===== src/rtl/saph_fpu_dispatch.sv =====
// Issue/collect stage in front of a fixed-latency, non-stalling FPU.
// Result FIFO space is reserved at issue, so completions are never dropped.
module saph_fpu_dispatch #(
  parameter  int LATENCY = 2,
  parameter  int DEPTH   = 4,
  parameter  int TAG_W   = 4,
  localparam int UW      = $clog2(DEPTH + 1),
  localparam int PW      = $clog2(DEPTH)
) (
  input  logic             clk,
  input  logic             rst_n,
  input  logic             req_valid,
  output logic             req_ready,
  input  logic [1:0]       req_mode,
  input  logic [31:0]      req_lhs,
  input  logic [31:0]      req_rhs,
  input  logic [TAG_W-1:0] req_tag,
  output logic             rsp_valid,
  input  logic             rsp_ready,
  output logic [31:0]      rsp_res,
  output logic [TAG_W-1:0] rsp_tag,
  output logic             rsp_err,
  output logic             fpu_d_trig,
  output logic [1:0]       fpu_d_mode,
  output logic [31:0]      fpu_d_lhs,
  output logic [31:0]      fpu_d_rhs,
  input  logic             fpu_d_ready,
  input  logic [3:0]       fpu_has_modes,
  input  logic             fpu_q_trig,
  input  logic [31:0]      fpu_q_res,
  output logic             proto_err,
  output logic [UW-1:0]    used
);

  logic             w_acc;
  logic             w_sup;
  logic             w_pop;
  logic             w_lv;
  logic [TAG_W-1:0] w_ltag;
  logic             w_lerr;
  logic             w_exp;

  logic [UW-1:0]    r_used;
  logic [UW-1:0]    r_cnt;
  logic [PW-1:0]    r_wp;
  logic [PW-1:0]    r_rp;
  logic             r_proto;
  logic [2:0]       r_quiet;

  logic [TAG_W-1:0] r_mtag [DEPTH];
  logic [31:0]      r_mres [DEPTH];
  logic             r_merr [DEPTH];

  function automatic logic [PW-1:0] f_nxt(input logic [PW-1:0] p);
    return (p == PW'(DEPTH - 1)) ? '0 : p + PW'(1);
  endfunction

  assign req_ready  = rst_n && fpu_d_ready && (r_used < UW'(DEPTH));
  assign w_acc      = req_valid && req_ready;
  assign w_sup      = fpu_has_modes[req_mode];
  assign fpu_d_trig = w_acc && w_sup;
  assign fpu_d_mode = req_mode;
  assign fpu_d_lhs  = req_lhs;
  assign fpu_d_rhs  = req_rhs;

  generate
    if (LATENCY == 0) begin : g_comb
      assign w_lv   = w_acc;
      assign w_ltag = req_tag;
      assign w_lerr = !w_sup;
    end else begin : g_pipe
      logic [LATENCY-1:0] r_pv;
      logic [LATENCY-1:0] r_perr;
      logic [TAG_W-1:0]   r_ptag [LATENCY];

      always_ff @(posedge clk) begin
        if (!rst_n) begin
          r_pv   <= '0;
          r_perr <= '0;
          for (int i = 0; i < LATENCY; i++) r_ptag[i] <= '0;
        end else begin
          r_pv[0]   <= w_acc;
          r_ptag[0] <= req_tag;
          r_perr[0] <= !w_sup;
          for (int i = 1; i < LATENCY; i++) begin
            r_pv[i]   <= r_pv[i-1];
            r_ptag[i] <= r_ptag[i-1];
            r_perr[i] <= r_perr[i-1];
          end
        end
      end

      assign w_lv   = r_pv[LATENCY-1];
      assign w_ltag = r_ptag[LATENCY-1];
      assign w_lerr = r_perr[LATENCY-1];
    end
  endgenerate

  assign w_exp     = w_lv && !w_lerr;
  assign rsp_valid = (r_cnt != '0);
  assign w_pop     = rsp_valid && rsp_ready;
  assign rsp_res   = rsp_valid ? r_mres[r_rp] : '0;
  assign rsp_tag   = rsp_valid ? r_mtag[r_rp] : '0;
  assign rsp_err   = rsp_valid ? r_merr[r_rp] : 1'b0;
  assign proto_err = r_proto;
  assign used      = r_used;

  always_ff @(posedge clk) begin
    if (rst_n && w_lv) begin
      r_mtag[r_wp] <= w_ltag;
      r_mres[r_wp] <= w_lerr ? 32'h0 : fpu_q_res;
      r_merr[r_wp] <= w_lerr;
    end
  end

  // r_quiet masks stale FPU strobes from ops issued before a reset
  always_ff @(posedge clk) begin
    if (!rst_n) begin
      r_wp    <= '0;
      r_rp    <= '0;
      r_cnt   <= '0;
      r_used  <= '0;
      r_proto <= 1'b0;
      r_quiet <= 3'(LATENCY);
    end else begin
      if (w_lv)  r_wp <= f_nxt(r_wp);
      if (w_pop) r_rp <= f_nxt(r_rp);
      r_cnt  <= r_cnt + UW'(w_lv) - UW'(w_pop);
      r_used <= r_used + UW'(w_acc) - UW'(w_pop);
      if (r_quiet != 3'd0) r_quiet <= r_quiet - 3'd1;
      if ((fpu_q_trig != w_exp) && ((r_quiet == 3'd0) || w_exp))
        r_proto <= 1'b1;
    end
  end

endmodule


===== config.mk =====
export PLATFORM = sky130hd
export DESIGN_NAME = saph_fpu_dispatch
export DESIGN_NICKNAME = d
export VERILOG_FILES = /design/src/rtl/saph_fpu_dispatch.sv
export SDC_FILE = /design/constraint.sdc
export NUM_CORES = 1
export LEC_CHECK = 0
export ABC_AREA = 1
export BUFFER_PORTS_ARGS = -buffer_cell sky130_fd_sc_hd__buf_2
export CORE_ASPECT_RATIO = 1.2
export CORE_MARGIN = 3
export CORE_UTILIZATION = 41
export CTS_CLUSTER_SIZE = 24
export DETAILED_ROUTE_END_ITERATION = 7
export HOLD_SLACK_MARGIN = 0.02
export SLEW_MARGIN = 5
export SYNTH_ARGS = -nofsm -noshare
export SYNTH_HDL_FRONTEND = slang
export SYNTH_SLANG_ARGS = --single-unit

===== constraint.sdc =====
create_clock -name clk -period 3.9 [get_ports clk]
set_clock_uncertainty 0.2 [all_clocks]
set_input_delay 0 -clock clk [delete_from_list [all_inputs] [get_ports clk]]
set_output_delay 0 -clock clk [all_outputs]
set_load 0.05 [all_outputs]

==> results by group <==
Setup path
  – Crit path cell chain: inv_2, nor2_1, nand2_1, a21oi_1, buf_2
  – Buf/Inv on CP: 2
  – FF-to-FF setup slack: 1.40 ns
  – Reg2Reg Depth: 11
  – Critical path's top delay family: buffers and inverters
  – Slowest stage delay, CP: 0.88 ns
  – Worst path slowest cell: dfxtp_2
  – Worst Setup Path Type: reg2out
  – Crit Path Max Fanout: 38
  – Required time of the critical path: 3.70 ns
  – Worst path arrival time: 2.73 ns
  – Worst R2R End: used[2]$_SDFF_PN0_
  – CP Launch Type: flip-flop
  – Critical path capture point type: output port
  – Worst reg2reg path startpoint: used[2]$_SDFF_PN0_

STA
  – Tcrit/Tclk final: 0.751
  – Final setup vio count: 0
  – Max-slew violations: 0
  – RSZ-0062 raised after global routing: no
  – FMAX: 0.342 GHz
  – Final hold viol count: 0
  – Worst slew margin: 0.205
  – Setup tns final: 0 ns
  – Period minus WS final: 2.93 ns
  – Slew @ Worst Pin: 1.19 ns

Global route
  – Vias in the first global route: 5435
  – Total Routing Usage GR: 0.156
  – Remaining global-route overflow: 0
  – First-pass GRT wire length: 26600 um
  – Initial antenna violation count: 0
  – Largest net degree at the start of global routing: 70

Place
  – Placement Cell Area: 8340 um2
  – DP Wirelength: 9730 um
  – GPL Wtd Cong: 0.751
  – Port bufs: 93
  – Placed instance count: 1132

Outcome
  – Status: completed

CTS
  – CTS tree: yes
  – H-tree depth: 4
  – CTS clk-pin slew, worst paths: 0.06 ns
  – CTS Buf Count: 17
  – Root Driver: clkbuf_16
  – Worst skew pair latency: 0.42 ns
  – Max clock buf depth: 2
  – Post-CTS Resized: 0
  – CTS sink count: 176

Die
  – DIE AREA: 21600 um2
  – Die H: 160 um
  – Die X: 135 um
  – Initial core utilization: 0.424
  – Top Ports: 222
  – CORE AREA: 19200 um2
  – FP Rows: 55

Yosys
  – Leading area contributor after synthesis: edfxtp_1
  – Yosys Warn Count: 0
  – Seq cells post-synth: 176
  – Register area share after synthesis: 0.615
  – Post-synth EDFFs: 148
  – Distinct cells, synth: 21
  – Syn Area/Cell: 9.29 um2
  – Cells after synthesis: 876
  – Top-count cell post-synth: nor2_1
  – Mapped Area: 8140 um2
  – Top cell type's share of synthesized area: 0.546
  – Top cells by area, synth: edfxtp_1 55%, nor2_1 9.6%, nand2_1 8.3%, dfxtp_1 6.9%, inv_1 6.6%
  – Synth cell count leaders: 208 x nor2_1, 179 x nand2_1, 148 x edfxtp_1
  – Predominant post-synthesis flop cell: edfxtp_1
  – Async set-or-reset flop fraction in the synthesized netlist: 0
  – Syn_nets: 999

Worst hold path
  – Hold Path End: fpu_d_mode[1]
  – Min-Delay Path Class: in2out
  – WHS Path Cells: 2
  – HP Start: req_mode[1]

Finish
  – Layout Cells excl Fill: 1279
  – Post-route cell area: 10200 um2
  – Layout cells sized above 1: 0.135
  – Syn-to-layout area delta: 24.9%
  – Final Net Count: 1133
  – # diodes: 0

Detailed routing
  – Post-Route WL: 16800 um
  – Drt initial violations: 295
  – Final ANT Viol Nets: 0
  – Via total after detailed routing: 5591
  – WL/cell: 13.1 um
  – DRT Pass-1 Iters: 4
  – Vias per inst: 4.37
  – Drc violations: 0

Run
  – Max_cap viols: 0

Power and ir drop
  – Clock network fraction of design power: 0.277
  – Pwr Density: 672 nW/um2
  – Comb pwr share: 0.388
  – Sequential power share: 0.335
  – Net Switching: 2.86 mW
  – Switching Share: 0.420
  – VDD IR max: 0.457 mV
  – Tot Pwr: 6.83 mW
  – Leakage power: 4.49 nW
  – Pint: 3.96 mW
[per-stage QoR]
step / utilization / setup WS (ns) / hold WS, ns
finish: 0.529 / 0.972 / 0.109
global route: 0.529 / 0.798 / 0.115
CTS: 0.529 / 0.930 / 0.110
detailed placement: 0.434 / 1.40 / -0.200
global placement: 0.434 / 1.45 / -0.200
floorplan: - / 1.13 / -0.102
[layout make-up]
class	count	area (um2)
Tap cell	256	320
Fill cell	1728	9040
Clock inverter	14	238
Inverter	144	541
Sequential cell	176	5010
Multi-Input combinational cell	457	1960
Timing Repair Buffer	214	1660
Clock buffer	18	429
[layer usage]
metal | global-route usage | vias to the layer above | wire [um]
met5 | 0 | - | 0
met4 | 0.0486 | 0 | 214
met3 | 0.0395 | 18 | 853
met2 | 0.279 | 128 | 8870
met1 | 0.183 | 2553 | 6870
li1 | - | 2892 | -
[power groups by stage]
stage	Combinational (mW)	Sequential [mW]	Clock, mW
finish	2.65	2.29	1.89
detailed placement	2.45	2.33	0
CTS	2.68	2.29	1.92
floorplan	2.14	2.25	0
global placement	2.43	2.33	0
global route	2.87	2.31	2.01
[flip-flops by register name, summed over array words and instances (netlist names), 3 cells and up, named ones only]
name           count
r_merr             4
r_mres           128
used               3
g_pipe.r_ptag      8
r_cnt              3
r_mtag            16
r_quiet            3
[worst max-delay path by stage]
stage                               end  cells after the start                  from  slack (ns)
floorplan           r_merr[2]$_DFFE_PP_                      4  r_wp[0]$_SDFFE_PN0P_        1.13
global placement             rsp_res[2]                      5             flip-flop        1.45
detailed placement           rsp_res[2]                      5             flip-flop        1.40
CTS                          rsp_res[2]                      5             flip-flop        0.93
global route                 rsp_res[2]                      5             flip-flop        0.80
finish                       rsp_res[2]                      5             flip-flop        0.97
[repair_timing]
item                                    CTS  global route
hold buffers                            115             0
endpoints found under the hold margin   220             0
endpoints found under the setup margin    0             0
setup buffers                             0             0
[worst register-to-register path: cells and delay by family, from the launching register on]
kind / cells / cell delay, ns
flops: 1 / 0.33
fa+ha+maj: 2 / 0.52
buf+inv: 3 / 0.75
xor+xnor: 2 / 0.35
simple gates: 4 / 0.26
[cell usage in the layout (no fill, tap or decap), types with 4 or more instances in the layout]
cell type | netlist | final
a21oi_1 | 41 | 41
buf_2 | 17 | 93
buf_4 | 68 | 6
bufinv_16 | 0 | 6
clkbuf_16 | 0 | 17
dfxtp_1 | 28 | 25
dlygate4sd3_1 | 0 | 115
edfxtp_1 | 148 | 148
ha_1 | 9 | 9
inv_1 | 142 | 142
nand2_1 | 179 | 179
nor2_1 | 208 | 204
nor2_4 | 0 | 4
o21ai_0 | 7 | 7
xor2_1 | 4 | 4
[cell families after synthesis]
group	count (synthesis)	synth area share
xor+xnor	5	0.00538
simple gates	391	0.181
fa+ha+maj	11	0.0188
buf+inv	243	0.148
flops	176	0.615
compound gates	50	0.0314
Note: power is estimated with default switching activity, not from simulation.
